File: config.mk
export PLATFORM = sky130hd
export DESIGN_NAME = hdmi_packet_scheduler_flat
export DESIGN_NICKNAME = d
export VERILOG_FILES = /design/src/rtl/hdmi_packet_scheduler_if.sv /design/src/rtl/hdmi_packet_scheduler.sv /design/src/flat_wrapper.sv
export SDC_FILE = /design/constraint.sdc
export NUM_CORES = 1
export LEC_CHECK = 0
export BUFFER_PORTS_ARGS = -buffer_cell sky130_fd_sc_hd__clkbuf_2
export CORE_AREA = 2 2 202 204
export DETAILED_ROUTE_END_ITERATION = 8
export DIE_AREA = 0 0 204 206
export GPL_ROUTABILITY_DRIVEN = 1
export GPL_TIMING_DRIVEN = 0
export PLACE_DENSITY = 0.56
export SYNTH_ARGS = -nofsm -noshare
export SYNTH_HDL_FRONTEND = slang
export SYNTH_SLANG_ARGS = --single-unit
File: constraint.sdc
create_clock -name clk_pixel -period 4.9 [get_ports clk_pixel]
set_clock_uncertainty 0.1 [all_clocks]
set_input_delay 0.49 -clock clk_pixel [delete_from_list [all_inputs] [get_ports clk_pixel]]
set_output_delay 0.49 -clock clk_pixel [all_outputs]
set_load 0.005 [all_outputs]
File: src/rtl/hdmi_packet_scheduler_if.sv
// Scheduler bus: field/packet timing, ACR tick and audio input towards the
// scheduler, packet selection, audio payload and status flags back out.
interface hdmi_packet_scheduler_if #(
    parameter int CHANNELS        = 2,
    parameter int AUDIO_BIT_WIDTH = 16,
    parameter int NUM_INFOFRAMES  = 5
);
    logic                                video_field_end;
    logic                                packet_enable;
    logic [4:0]                          packet_pixel_counter;
    logic                                acr_tick;
    logic                                sample_valid;
    logic [CHANNELS*AUDIO_BIT_WIDTH-1:0] sample_data;
    logic [7:0]                          packet_type;
    logic [191:0]                        audio_packet_data;
    logic [3:0]                          audio_packet_present;
    logic                                audio_packet_layout;
    logic [7:0]                          frame_counter;
    logic                                fifo_overflow;
    logic [NUM_INFOFRAMES-1:0]           infoframe_missed;
    logic [15:0]                         drop_count;
    logic [15:0]                         miss_count;

    modport master (
        output video_field_end, packet_enable, packet_pixel_counter,
        output acr_tick, sample_valid, sample_data,
        input  packet_type, audio_packet_data, audio_packet_present,
        input  audio_packet_layout, frame_counter, fifo_overflow,
        input  infoframe_missed, drop_count, miss_count
    );

    modport slave (
        input  video_field_end, packet_enable, packet_pixel_counter,
        input  acr_tick, sample_valid, sample_data,
        output packet_type, audio_packet_data, audio_packet_present,
        output audio_packet_layout, frame_counter, fifo_overflow,
        output infoframe_missed, drop_count, miss_count
    );
endinterface

File: src/rtl/hdmi_packet_scheduler.sv
// HDMI data-island packet scheduler (clk_pixel domain): audio frame FIFO,
// ACR > audio > InfoFrame > null arbitration on each packet_enable.
// Ports: clk_pixel, reset_n (async active-low), bus (slave modport) carrying
// timing/audio inputs and packet_type, audio payload and status outputs.
// Optional HDMI_PACKET_SCHEDULER_STATS_EN adds saturating drop/miss counters.
module hdmi_packet_scheduler #(
    parameter int                          CHANNELS         = 2,
    parameter int                          AUDIO_BIT_WIDTH  = 16,
    parameter int                          FIFO_DEPTH       = 8,
    parameter int                          NUM_INFOFRAMES   = 5,
    parameter logic [NUM_INFOFRAMES*8-1:0] INFOFRAME_TYPES  = 40'h84_82_83_7F_81,
    parameter int                          INFOFRAME_PERIOD = 1
) (
    input logic                    clk_pixel,
    input logic                    reset_n,
    hdmi_packet_scheduler_if.slave bus
);
    localparam int   FPP    = (CHANNELS == 8) ? 1 : 4;
    localparam logic LAYOUT = (CHANNELS == 8);
    localparam int   FW     = CHANNELS * AUDIO_BIT_WIDTH;
    localparam int   AW     = $clog2(FIFO_DEPTH);
    localparam int   LW     = AW + 1;

    localparam logic [7:0] PT_NULL  = 8'h00;
    localparam logic [7:0] PT_ACR   = 8'h01;
    localparam logic [7:0] PT_AUDIO = 8'h02;

    logic [FW-1:0] fifo_mem [FIFO_DEPTH];

    logic [AW-1:0]             wr_ptr_q, wr_ptr_d;
    logic [AW-1:0]             rd_ptr_q, rd_ptr_d;
    logic [LW-1:0]             level_q, level_d;
    logic                      acr_pending_q, acr_pending_d;
    logic [7:0]                packet_type_q, packet_type_d;
    logic [191:0]              audio_data_q, audio_data_d;
    logic [3:0]                present_q, present_d;
    logic                      layout_q, layout_d;
    logic [7:0]                frame_cnt_q, frame_cnt_d;
    logic                      overflow_q, overflow_d;
    // Slot i lives at bit NUM_INFOFRAMES-1-i, matching the type-code order.
    logic [NUM_INFOFRAMES-1:0] sent_q, sent_d;
    logic [NUM_INFOFRAMES-1:0] missed_q, missed_d;
    logic                      win_q, win_d;

    logic                      push, pop, drop, full;
    logic                      acr_req, audio_req;
    logic                      grant_acr, grant_audio, grant_slot;
    logic                      slot_hit;
    logic [7:0]                slot_type;
    logic [NUM_INFOFRAMES-1:0] slot_oh;
    logic                      win_close;
    logic [FW-1:0]             frame;

    function automatic logic [23:0] ljust(input logic [AUDIO_BIT_WIDTH-1:0] s);
        logic [23:0] r;
        r = '0;
        r[23 -: AUDIO_BIT_WIDTH] = s;
        return r;
    endfunction

    always_comb begin
        full      = (level_q == LW'(FIFO_DEPTH));
        push      = bus.sample_valid & ~full;
        drop      = bus.sample_valid & full;
        // A tick arriving with packet_enable is served in that same slot.
        acr_req   = acr_pending_q | bus.acr_tick;
        audio_req = (level_q >= LW'(FPP));

        slot_hit  = 1'b0;
        slot_type = PT_NULL;
        slot_oh   = '0;
        // Highest unsent bit is the lowest-numbered slot; last hit wins.
        for (int b = 0; b < NUM_INFOFRAMES; b++) begin
            if (!sent_q[b]) begin
                slot_hit   = 1'b1;
                slot_type  = INFOFRAME_TYPES[b*8 +: 8];
                slot_oh    = '0;
                slot_oh[b] = 1'b1;
            end
        end

        grant_acr     = 1'b0;
        grant_audio   = 1'b0;
        grant_slot    = 1'b0;
        packet_type_d = packet_type_q;
        if (bus.packet_enable) begin
            if (bus.video_field_end) begin
                packet_type_d = PT_NULL;
            end else if (acr_req) begin
                grant_acr     = 1'b1;
                packet_type_d = PT_ACR;
            end else if (audio_req) begin
                grant_audio   = 1'b1;
                packet_type_d = PT_AUDIO;
            end else if (slot_hit) begin
                grant_slot    = 1'b1;
                packet_type_d = slot_type;
            end else begin
                packet_type_d = PT_NULL;
            end
        end
        pop = grant_audio;

        if (grant_acr) begin
            // Only a tick that found ACR already pending survives the grant.
            acr_pending_d = acr_pending_q & bus.acr_tick;
        end else begin
            acr_pending_d = acr_pending_q | bus.acr_tick;
        end

        wr_ptr_d = wr_ptr_q + (push ? AW'(1) : AW'(0));
        rd_ptr_d = rd_ptr_q + (pop ? AW'(FPP) : AW'(0));
        level_d  = level_q + (push ? LW'(1) : LW'(0))
                           - (pop ? LW'(FPP) : LW'(0));
        overflow_d = overflow_q | drop;

        // Frame f, channel c lands at 24-bit lane f*CHANNELS+c; this covers
        // both layouts (4 stereo frames, or one 8-channel frame).
        frame        = '0;
        audio_data_d = audio_data_q;
        present_d    = present_q;
        layout_d     = layout_q;
        if (grant_audio) begin
            audio_data_d = '0;
            present_d    = 4'hF;
            layout_d     = LAYOUT;
            for (int f = 0; f < FPP; f++) begin
                frame = fifo_mem[rd_ptr_q + AW'(f)];
                for (int c = 0; c < CHANNELS; c++) begin
                    audio_data_d[(f*CHANNELS+c)*24 +: 24] =
                        ljust(frame[c*AUDIO_BIT_WIDTH +: AUDIO_BIT_WIDTH]);
                end
            end
        end

        frame_cnt_d = frame_cnt_q;
        if (bus.packet_pixel_counter == 5'd31 && packet_type_q == PT_AUDIO) begin
            if (frame_cnt_q >= 8'(192 - FPP)) begin
                frame_cnt_d = frame_cnt_q - 8'(192 - FPP);
            end else begin
                frame_cnt_d = frame_cnt_q + 8'(FPP);
            end
        end

        win_close = 1'b0;
        win_d     = win_q;
        if (bus.video_field_end) begin
            if (win_q == 1'(INFOFRAME_PERIOD - 1)) begin
                win_close = 1'b1;
                win_d     = 1'b0;
            end else begin
                win_d = ~win_q;
            end
        end

        sent_d   = sent_q;
        missed_d = missed_q;
        if (grant_slot) begin
            sent_d = sent_q | slot_oh;
        end
        if (win_close) begin
            missed_d = missed_q | ~sent_q;
            sent_d   = '0;
        end
    end

    always_ff @(posedge clk_pixel) begin
        if (push) begin
            fifo_mem[wr_ptr_q] <= bus.sample_data;
        end
    end

    always_ff @(posedge clk_pixel or negedge reset_n) begin
        if (!reset_n) begin
            wr_ptr_q      <= '0;
            rd_ptr_q      <= '0;
            level_q       <= '0;
            acr_pending_q <= 1'b0;
            packet_type_q <= '0;
            audio_data_q  <= '0;
            present_q     <= '0;
            layout_q      <= 1'b0;
            frame_cnt_q   <= '0;
            overflow_q    <= 1'b0;
            sent_q        <= '0;
            missed_q      <= '0;
            win_q         <= 1'b0;
        end else begin
            wr_ptr_q      <= wr_ptr_d;
            rd_ptr_q      <= rd_ptr_d;
            level_q       <= level_d;
            acr_pending_q <= acr_pending_d;
            packet_type_q <= packet_type_d;
            audio_data_q  <= audio_data_d;
            present_q     <= present_d;
            layout_q      <= layout_d;
            frame_cnt_q   <= frame_cnt_d;
            overflow_q    <= overflow_d;
            sent_q        <= sent_d;
            missed_q      <= missed_d;
            win_q         <= win_d;
        end
    end

    assign bus.packet_type          = packet_type_q;
    assign bus.audio_packet_data    = audio_data_q;
    assign bus.audio_packet_present = present_q;
    assign bus.audio_packet_layout  = layout_q;
    assign bus.frame_counter        = frame_cnt_q;
    assign bus.fifo_overflow        = overflow_q;
    assign bus.infoframe_missed     = missed_q;

`ifdef HDMI_PACKET_SCHEDULER_STATS_EN
    logic [15:0] drop_count_q, drop_count_d;
    logic [15:0] miss_count_q, miss_count_d;
    logic [4:0]  miss_num;
    logic [16:0] miss_sum;

    always_comb begin
        drop_count_d = drop_count_q;
        if (drop && drop_count_q != 16'hFFFF) begin
            drop_count_d = drop_count_q + 16'd1;
        end
        miss_num = '0;
        for (int b = 0; b < NUM_INFOFRAMES; b++) begin
            if (!sent_q[b]) begin
                miss_num = miss_num + 5'd1;
            end
        end
        miss_sum     = {1'b0, miss_count_q} + 17'(miss_num);
        miss_count_d = miss_count_q;
        if (win_close) begin
            miss_count_d = miss_sum[16] ? 16'hFFFF : miss_sum[15:0];
        end
    end

    always_ff @(posedge clk_pixel or negedge reset_n) begin
        if (!reset_n) begin
            drop_count_q <= '0;
            miss_count_q <= '0;
        end else begin
            drop_count_q <= drop_count_d;
            miss_count_q <= miss_count_d;
        end
    end

    assign bus.drop_count = drop_count_q;
    assign bus.miss_count = miss_count_q;
`else
    assign bus.drop_count = '0;
    assign bus.miss_count = '0;
`endif
endmodule
File: src/flat_wrapper.sv
// flat-port wrapper written by rule: the top's interface ports become plain ports
module hdmi_packet_scheduler_flat 
#(
    parameter int                          CHANNELS         = 2,
    parameter int                          AUDIO_BIT_WIDTH  = 16,
    parameter int                          FIFO_DEPTH       = 8,
    parameter int                          NUM_INFOFRAMES   = 5,
    parameter logic [NUM_INFOFRAMES*8-1:0] INFOFRAME_TYPES  = 40'h84_82_83_7F_81,
    parameter int                          INFOFRAME_PERIOD = 1
)
  (clk_pixel, reset_n, bus_video_field_end, bus_packet_enable, bus_packet_pixel_counter, bus_acr_tick, bus_sample_valid, bus_sample_data, bus_packet_type, bus_audio_packet_data, bus_audio_packet_present, bus_audio_packet_layout, bus_frame_counter, bus_fifo_overflow, bus_infoframe_missed, bus_drop_count, bus_miss_count);
  hdmi_packet_scheduler_if #(.CHANNELS(CHANNELS), .AUDIO_BIT_WIDTH(AUDIO_BIT_WIDTH), .NUM_INFOFRAMES(NUM_INFOFRAMES)) bus_i ();
  input logic clk_pixel;
  input logic reset_n;
  input wire logic [$bits(bus_i.video_field_end)-1:0] bus_video_field_end;
  input wire logic [$bits(bus_i.packet_enable)-1:0] bus_packet_enable;
  input wire logic [$bits(bus_i.packet_pixel_counter)-1:0] bus_packet_pixel_counter;
  input wire logic [$bits(bus_i.acr_tick)-1:0] bus_acr_tick;
  input wire logic [$bits(bus_i.sample_valid)-1:0] bus_sample_valid;
  input wire logic [$bits(bus_i.sample_data)-1:0] bus_sample_data;
  output wire logic [$bits(bus_i.packet_type)-1:0] bus_packet_type;
  output wire logic [$bits(bus_i.audio_packet_data)-1:0] bus_audio_packet_data;
  output wire logic [$bits(bus_i.audio_packet_present)-1:0] bus_audio_packet_present;
  output wire logic [$bits(bus_i.audio_packet_layout)-1:0] bus_audio_packet_layout;
  output wire logic [$bits(bus_i.frame_counter)-1:0] bus_frame_counter;
  output wire logic [$bits(bus_i.fifo_overflow)-1:0] bus_fifo_overflow;
  output wire logic [$bits(bus_i.infoframe_missed)-1:0] bus_infoframe_missed;
  output wire logic [$bits(bus_i.drop_count)-1:0] bus_drop_count;
  output wire logic [$bits(bus_i.miss_count)-1:0] bus_miss_count;
  assign bus_i.video_field_end = bus_video_field_end;
  assign bus_i.packet_enable = bus_packet_enable;
  assign bus_i.packet_pixel_counter = bus_packet_pixel_counter;
  assign bus_i.acr_tick = bus_acr_tick;
  assign bus_i.sample_valid = bus_sample_valid;
  assign bus_i.sample_data = bus_sample_data;
  assign bus_packet_type = bus_i.packet_type;
  assign bus_audio_packet_data = bus_i.audio_packet_data;
  assign bus_audio_packet_present = bus_i.audio_packet_present;
  assign bus_audio_packet_layout = bus_i.audio_packet_layout;
  assign bus_frame_counter = bus_i.frame_counter;
  assign bus_fifo_overflow = bus_i.fifo_overflow;
  assign bus_infoframe_missed = bus_i.infoframe_missed;
  assign bus_drop_count = bus_i.drop_count;
  assign bus_miss_count = bus_i.miss_count;
  hdmi_packet_scheduler #(.CHANNELS(CHANNELS), .AUDIO_BIT_WIDTH(AUDIO_BIT_WIDTH), .FIFO_DEPTH(FIFO_DEPTH), .NUM_INFOFRAMES(NUM_INFOFRAMES), .INFOFRAME_TYPES(INFOFRAME_TYPES), .INFOFRAME_PERIOD(INFOFRAME_PERIOD)) u_core (.clk_pixel(clk_pixel), .reset_n(reset_n), .bus(bus_i));
endmodule
# Word-level counts from Yosys, hierarchy flattened
# Memory sizes are Yosys's and may differ from the RTL's. A register that Yosys moved wholly into a read port is not among the register bits.
# Index checks and enable logic that the tools add are counted.
# classes
addsub	9
order_cmp	2
eq_ne	3
n_mux	44
n_bitwise	10
reduce_logical	6
# ops
cell	n
$mux W8	10
$mux W1	26
$mux W5	3
$or A5 B5 Y5	2
$mux W3	3
$add A8 B3 Y8 const B	1
$eq A8 B2 Y1 const B	1
$ge A8 B8 Y1 const B	1
$sub A8 B8 Y8 const B	1
$add A3 B2 Y3 const B	2
$add A3 B3 Y3	2
$eq A5 B5 Y1 const B	1
$not A5 Y5	1
$add A4 B4 Y4	1
$eq A4 B4 Y1 const B	1
$ge A4 B3 Y1 const B	1
$logic_not A1 Y1	4
$mux W4	1
$sub A4 B4 Y4	1
$add A3 B1 Y3 const B	1
$and A1 B1 Y1	3
$mux W2	1
$not A1 Y1	2
$or A1 B1 Y1	2
other kinds (2)	2
# word_totals
ff_bits	40
ramBits	256
input_bits	43
out_inout_bits	251
word_cells	86
mem_count	1
# mem_list
memory	depth	word_bits	read_ports	rd_clocked_by_memory_dff	wr	line_no	source
u_core.fifo_mem	8	32	4	4	1	hdmi_packet_scheduler.sv:28	logic [FW-1:0] fifo_mem [FIFO_DEPTH];

# Longest topological paths before layout
# Gate-level depths: netlist (run 1).
# depth
ltp_word	12
depth_mapped	8
ltp_nobuf	8

# Least setup slack after synthesis (run 1)
# No wires, ideal clock.
# synth_path
path_kind	register -> register
from	register u_core.level_q[3]
to	memory u_core.fifo_mem[0][0] (netlist bit) (enable)
setup_time_ps	461
arrival_time_ps	3132
t_required_ps	4339
slack_ps	1207
stages_incl_launch_ff	5
path_buffers	0
period_less_slack_ps	3693
cell_sequence	dfrtp_1 -> nor4b_1 -> nor2b_1 -> nand2b_1 -> nor3_1
# synth_between
elab_chain_cells	5
# synth_lines
item	line_no	source
start: declaration	hdmi_packet_scheduler.sv:32	logic [LW-1:0] level_q, level_d;
start signal: assignment	hdmi_packet_scheduler.sv:191	level_q <= level_d;
$eq A4 B4 Y1	hdmi_packet_scheduler.sv:62	full = (level_q == LW'(FIFO_DEPTH));
$not A1 Y1	hdmi_packet_scheduler.sv:63	push = bus.sample_valid & ~full;
$and A1 B1 Y1	hdmi_packet_scheduler.sv:63	
$mux W1	hdmi_packet_scheduler.sv:168	if (push) begin
$mux W1 (not written as such)	hdmi_packet_scheduler.sv:169	fifo_mem[wr_ptr_q] <= bus.sample_data;
end: declaration	hdmi_packet_scheduler.sv:28	
# No other way between the ends.

# Worst setup path in the final report (run 1)
# layout_path
from	register u_core.level_q[3]
to	memory u_core.fifo_mem[1][26] (netlist bit) (enable)
# Same word-level chain as after synthesis.

==> run_results.csv, run 1 <==
group,metric,value,unit
run_status,outcome,"finished clean",
timing,slew_violations,0,
drt,via_per_inst,4.58,
setup_path,cp.required,5.05,ns
setup_path,start_kind,"flip-flop",
synth,netlist_area,15800,um^2
global_routing,overflow,0,
die,start_util,39.4,%
power_and_ir_drop,switching_share,29.8,%
timing,max_freq,365,MHz
cells_and_area,multi_input_area,3460,um^2
timing,period_minus_slack,2.74,ns
power_and_ir_drop,peakVddDrop,379,uV
die,die_y,206,um
placed_design,io_buffers,194,
cts,clkLatencyLatePin,0.55,ns
timing,setup_ws,2.16,ns
synth,netlist_instances,1056,
die,die_w,204,um
setup_path,crit_path_max_fanout,10,
cells_and_area,post-route-util,48.6,%
power_and_ir_drop,switching_power,3.30,mW
setup_path,critPathKind,"flip-flop to flip-flop",
min_path,hold_class,"input port to flip-flop",
timing,period_share,55.9,%
placed_design,gp_congestion,0.773,
drt,num_vias,9050,
die,dieArea,42000,um^2
setup_path,arrival,2.89,ns
cts,post_cts_buffers,0,
drt,first_iter_violations,549,
global_routing,grt_start_max_net_pins,83,
power_and_ir_drop,powerDensity,566,nW/um^2
cts,path_clk_slew,0.06,ns
cts,ctsHoldBuffers,1,
synth,avgSynthCellArea,15.0,um^2
placed_design,hpwlAfterDp,25.4,mm
timing,finalHoldViolations,0,
drt,first_pass_iters,5,
timing,rsz0062_at_grt,"no",
cts,cts_root_buf,"clkbuf_16",
cells_and_area,syn2layout_area_growth,23.5,%
die,rows,74,
timing,fin_worst_hold_slack,0.0586,ns
synth,synth_area_leaders,"edfxtp_1 (49%), dfrtp_1 (25%), mux2i_1 (8.1%), buf_4 (5.6%), a21oi_1 (4.2%)",
power_and_ir_drop,power.share.combinational,24.8,%
cts,clockBufferDepth,3,
die,fp.coreArea,40200,um^2
timing,relSlewSlack,23.0,%
power_and_ir_drop,pwr-share-clk,29.0,%
drt,routed_wl,37.7,mm
power_and_ir_drop,power.leakage,8.24,nW
global_routing,gr-usage-all-layers,17.9,%
global_routing,grt_first_pass_wirelength,55.2,mm
cts,ctsResizeCount,0,
cts,numCtsBuffers,44,
cells_and_area,nets,1460,
job,maxCapViolCount,0,
synth,synth.top_cell.area_share,48.6,%
placed_design,dp.cells,1893,
drt,drc,0,
drt,wl_per_cell,19.1,um
power_and_ir_drop,intPower,7.76,mW
setup_path,endpoint_kind,"flip-flop",
cts,cts_tree,"yes",
cells_and_area,n_fill_cell,3533,
synth,yosysWarnings,0,
timing,finalSetupViolCount,0,
synth,ys_seq_area_share,73.9,%
synth,ys_ff_latch,416,
cells_and_area,num_antenna_cells,0,
cells_and_area,final_cells,1974,
synth,synth.distinct_cells,38,
global_routing,grt_pass1_vias,8631,
cts,cts_sinks,416,
power_and_ir_drop,seq_power_share,46.2,%
timing,worst_slew_pin_slew,1.15,ns
drt,ant_nets,0,
placed_design,pre_cts_slack,2.09,ns
power_and_ir_drop,finalPower,11.1,mW
global_routing,grt_antenna_before_repair,0,
cells_and_area,drive_gt1_share,28.9,%
cts,htreeDepth,2,
die,pin_count,294,
synth,yosysTopAreaCell,"edfxtp_1",
cells_and_area,regArea,11700,um^2
[logic make-up (layout without fill, tap and decap cells)]
| group | after synthesis | count (layout) | synth area share, % |
|---|---|---|---|
| adder cells (fa/ha/maj) | 10 | 10 | 0.775 |
| XOR/XNOR | 8 | 8 | 0.443 |
| other | 1 | 99 | 0.0237 |
| flip-flops | 416 | 416 | 73.9 |
| AND/OR/NAND/NOR | 172 | 172 | 4.64 |
| multiplexers | 130 | 130 | 8.24 |
| AO/OA/AOI/OAI | 154 | 154 | 5.07 |
| buffers and inverters | 165 | 453 | 6.88 |
[registers in the layout, indices dropped and copies added (netlist names)]
name                             flops
u_core.fifo_mem                    256
u_core.bus.audio_packet_data       128
u_core.bus.frame_counter             6
u_core.bus.infoframe_missed          5
u_core.bus.packet_type               5
u_core.sent_q                        5
u_core.level_q                       4
u_core.wr_ptr_q                      3
u_core.acr_pending_q                 1
u_core.bus.audio_packet_present      1
u_core.bus.fifo_overflow             1
u_core.rd_ptr_q                      1
[cell usage in the layout, fill, tap and decap left out, types with 3 or more instances in the layout]
| cell type | n |
|---|---|
| clkinv_2 | 6 |
| edfxtp_1 | 256 |
| a21o_1 | 6 |
| nor3_2 | 3 |
| clkbuf_2 | 193 |
| nand2b_1 | 5 |
| nand3_1 | 5 |
| buf_2 | 17 |
| mux2i_1 | 128 |
| buf_6 | 6 |
| nor2_1 | 133 |
| clkbuf_1 | 30 |
| inv_1 | 16 |
| buf_16 | 5 |
| buf_4 | 119 |
| xor2_1 | 4 |
| clkbuf_8 | 7 |
| dfrtp_1 | 160 |
| ha_1 | 9 |
| nand2_1 | 5 |
| o21ai_0 | 7 |
| clkbuf_16 | 45 |
| nor2_4 | 7 |
| conb_1 | 99 |
| xnor2_1 | 4 |
| a21oi_1 | 133 |
[worst paths after layout]
kind | slack [ns] | startpoint | end | cells past startpoint
setup / recovery | 2.16 | u_core.level_q[3] | u_core.fifo_mem[1][26] | 6
hold / removal | 0.06 | bus_sample_valid | u_core.bus.fifo_overflow | 2
setup reg to reg | 2.16 | u_core.level_q[3] | u_core.fifo_mem[1][26] | 6
hold reg to reg | 0.35 | u_core.bus.infoframe_missed[3] | u_core.bus.infoframe_missed[3] | 1
max in group asynchronous | 3.37 | reset_n | u_core.bus.audio_packet_data[109] | 3
min in group asynchronous | 0.40 | reset_n | u_core.bus.audio_packet_data[33] | 2
[per-stage QoR]
stage | TNS (ns) | area, um^2
after floorplan | 0 | 16200
after global placement | -103.02 | 17800
after detailed placement | 0 | 18100
after CTS | 0 | 19500
after global routing | 0 | 19500
final | 0 | 19500
[worst max-delay path, stage by stage (launching register included)]
cell and delay (ns):
dfrtp_1 0.43, nor4b_1 0.18, nor2b_1 0.28, nand2_1 0.28, nor3_2 0.69, buf_6 0.27, buf_6 0.19
[power groups by stage]
stage                     logic, mW  clock network, mW  registers (mW)
after floorplan                1.44                  0            5.14
after global placement         2.65                  0            5.21
after detailed placement       2.81                  0            5.18
after CTS                      2.82               3.29            5.12
after global routing           3.06               3.43            5.21
final                          2.74               3.20            5.11
[synthesized netlist by cell type, drive strengths merged]
master	n
a211o	1
a211oi	1
a21o	6
a21oi	133
a31oi	2
and3	2
and4	1
buf	136
clkbuf	13
conb	1
dfrtp	160
edfxtp	256
ha	9
inv	16
maj3	1
mux2	2
mux2i	128
nand2	5
nand2b	5
nand3	5
nand3b	1
nand4	2
nand4b	1
nor2	140
nor2b	2
nor3	4
nor4	1
nor4b	1
nor4bb	1
o21ai	7
o22ai	2
o31ai	2
or4b	1
xnor2	4
xor2	4
[layout make-up]
class / instances / share of cell area [%]
clock inverter: 12 / 0.583
sequential: 416 / 59.9
tap: 532 / 3.41
multi-input combinational: 573 / 17.7
clock buffer: 68 / 6.52
timing repair buffer: 208 / 6.32
inverter: 16 / 0.308
buffer: 149 / 5.26
[per-layer routing]
layer  track usage [%]  vias up  part of all wire, %
met4              4.84        0                  1.7
met5                 0        -                    0
met1              24.6     4455                   45
met3              3.56       45                  5.5
met2              29.2      278                   48
li1                  -     4272                    -
Power figures use the tool's default switching activity.
==> run 2: changes to the inputs <==
clock period = 2.8 ns   (was 4.9 ns; I/O delays follow)
==> run_results.csv, run 2 (synthesized netlist as in run 1, its figures left out) <==
group,metric,value,unit
cts,cts_tree,"yes",
power_and_ir_drop,switching_power,5.87,mW
power_and_ir_drop,finalPower,19.4,mW
min_path,hold_class,"input port to flip-flop",
drt,wl_per_cell,19.0,um
timing,setup_ws,0.311,ns
cts,path_clk_slew,0.06,ns
min_path,whs_path_depth,1,
cts,numCtsBuffers,45,
min_path,whs_endpoint,"u_core.fifo_mem[2][25]",
cts,ctsResizeCount,0,
setup_path,worstPathCellList,"nor4b_1 > nor2b_1 > nand2b_1 > nor2_4 > buf_12",
cells_and_area,final_cell_area,19900,um^2
setup_path,start_kind,"flip-flop",
die,fp.coreArea,40200,um^2
setup_path,cp.required,2.95,ns
cells_and_area,multi_input_area,3470,um^2
cts,htreeDepth,2,
placed_design,pre_cts_slack,0.263,ns
die,pin_count,294,
setup_path,cp-startpoint,"u_core.level_q[3]",
power_and_ir_drop,pwr-share-clk,28.7,%
cts,cts_sinks,416,
drt,routed_wl,38.1,mm
drt,first_iter_violations,507,
timing,finalHoldViolations,0,
placed_design,gp_congestion,0.749,
setup_path,timing.rr.end,"u_core.fifo_mem[4][30]",
cells_and_area,layout_commonest_cell,"edfxtp_1",
power_and_ir_drop,seq_power_share,46.0,%
drt,num_vias,9147,
global_routing,grt_start_max_net_pins,84,
die,die_w,204,um
global_routing,grt_first_pass_wirelength,56.1,mm
timing,fin_setup_tns,0,ns
power_and_ir_drop,powerDensity,977,nW/um^2
drt,first_pass_iters,5,
job,maxCapViolCount,0,
placed_design,dp.cells,1891,
cells_and_area,largest_reg_flops,256,
min_path,min_from,"bus_sample_data[25]",
timing,period_share,88.9,%
cells_and_area,num_antenna_cells,0,
die,rows,74,
drt,wl_met2,18.3,mm
cells_and_area,nets,1491,
global_routing,overflow,0,
timing,max_freq,402,MHz
die,start_util,39.4,%
power_and_ir_drop,power.share.combinational,25.3,%
placed_design,dpl-instance-area,18200,um^2
setup_path,slowest_stage,"nor2_4",
cells_and_area,n_fill_cell,3479,
drt,ant_nets,0,
drt,via_per_inst,4.56,
cells_and_area,regMostFlops,"u_core.fifo_mem",
die,dieArea,42000,um^2
drt,drc,0,
setup_path,endpoint_kind,"flip-flop",
cells_and_area,regArea,11700,um^2
timing,slew_violations,0,
timing,period_minus_slack,2.49,ns
setup_path,reg2reg_from,"u_core.level_q[3]",
global_routing,grt_antenna_before_repair,0,
placed_design,hpwlAfterDp,25.4,mm
setup_path,crit_path_max_fanout,18,
cts,clkLatencyLatePin,0.55,ns
timing,worst_slew_pin_slew,1.11,ns
run_status,outcome,"finished clean",
setup_path,reg2reg_depth,5,
power_and_ir_drop,power.leakage,8.38,nW
global_routing,gr-usage-all-layers,18.1,%
cells_and_area,drive_gt1_share,28.3,%
power_and_ir_drop,intPower,13.6,mW
cells_and_area,syn2layout_area_growth,25.8,%
drt,top_layer,"met4",
drt,dr_wl_met3,2.40,mm
setup_path,arrival,2.64,ns
timing,finalSetupViolCount,0,
setup_path,ff2ff_setup_slack,0.31,ns
power_and_ir_drop,switching_share,30.2,%
cells_and_area,final_cell_mix,"edfxtp_1 (256), clkbuf_2 (193), dfrtp_1 (160)",
cts,cts_root_buf,"clkbuf_16",
cts,clockBufferDepth,3,
global_routing,grt_pass1_vias,8966,
setup_path,critPathKind,"flip-flop to flip-flop",
die,die_y,206,um
power_and_ir_drop,peakVddDrop,591,uV
placed_design,io_buffers,194,
timing,relSlewSlack,26.3,%
timing,rsz0062_at_grt,"no",
drt,drt-met1-wl,16.8,mm
cells_and_area,final_cells,2006,
setup_path,cpPeakStageDelay,0.62,ns
run 2: cell types whose count changed in the layout (fill, tap and decap cells not counted), moves of 3 or more:
| cell | previous run | this run |
|---|---|---|
| dlygate4sd3_1 | 1 | 33 |
| buf_6 | 6 | 0 |
| clkinv_1 | 2 | 9 |
| buf_16 | 5 | 8 |
| clkbuf_1 | 30 | 23 |
run 2: timing repair:
item | 4_1_cts | 5_1_grt
setup buffers | 0 | 0
endpoints found under the hold margin | 315 | 0
hold buffers | 33 | 0
run 2: area by class of cell:
class / instances / share of cell area [%]
plain buffers: 149 / 5.16
clock inverters: 21 / 0.692
inverters: 16 / 0.302
clock buffers: 61 / 6.32
multi-input cells: 573 / 17.4
well taps: 532 / 3.34
flip-flops and latches: 416 / 58.7
repair buffers: 238 / 7.99
run 2: how the worst max path moves through the flow:
stage	to	slack [ns]
final	u_core.fifo_mem[4][30]	0.31
after global routing	u_core.fifo_mem[4][26]	0.12
after CTS	u_core.fifo_mem[4][26]	0.26
after detailed placement	u_core.fifo_mem[4][28]	0.26
after global placement	u_core.bus.audio_packet_data[130]	-2.15
after floorplan	u_core.fifo_mem[6][0]	-0.04
run 2: stage by stage:
stage	hold WS [ns]	util [%]
3_5_place_dp	0.291	45.2
6_report	0.00710	49.5
5_1_grt	0.00269	49.5
4_1_cts	0.00225	49.5
3_3_place_gp	0.341	44.4
2_1_floorplan	-0.116	-
run 2: worst max-delay path: cells and delay by family (launching register included):
kind,cells,cell delay (ns)
buf+inv,1,0.25
flops,1,0.43
simple gates,4,1.37
run 2: power by group through the flow:
| stage | logic, mW | clock network (mW) | registers [mW] |
|---|---|---|---|
| after floorplan | 2.52 | 0 | 9.00 |
| after global placement | 4.65 | 0 | 9.07 |
| after detailed placement | 4.98 | 0 | 9.05 |
| after CTS | 5.04 | 5.72 | 8.95 |
| after global routing | 5.48 | 5.94 | 9.12 |
| final | 4.92 | 5.58 | 8.94 |
run 2: layer usage:
| metal | track usage, % | up-vias |
|---|---|---|
| li1 | - | 4349 |
| met1 | 24.3 | 4462 |
| met2 | 30.3 | 288 |
| met3 | 3.71 | 48 |
| met4 | 4.53 | 0 |
| met5 | 0 | - |
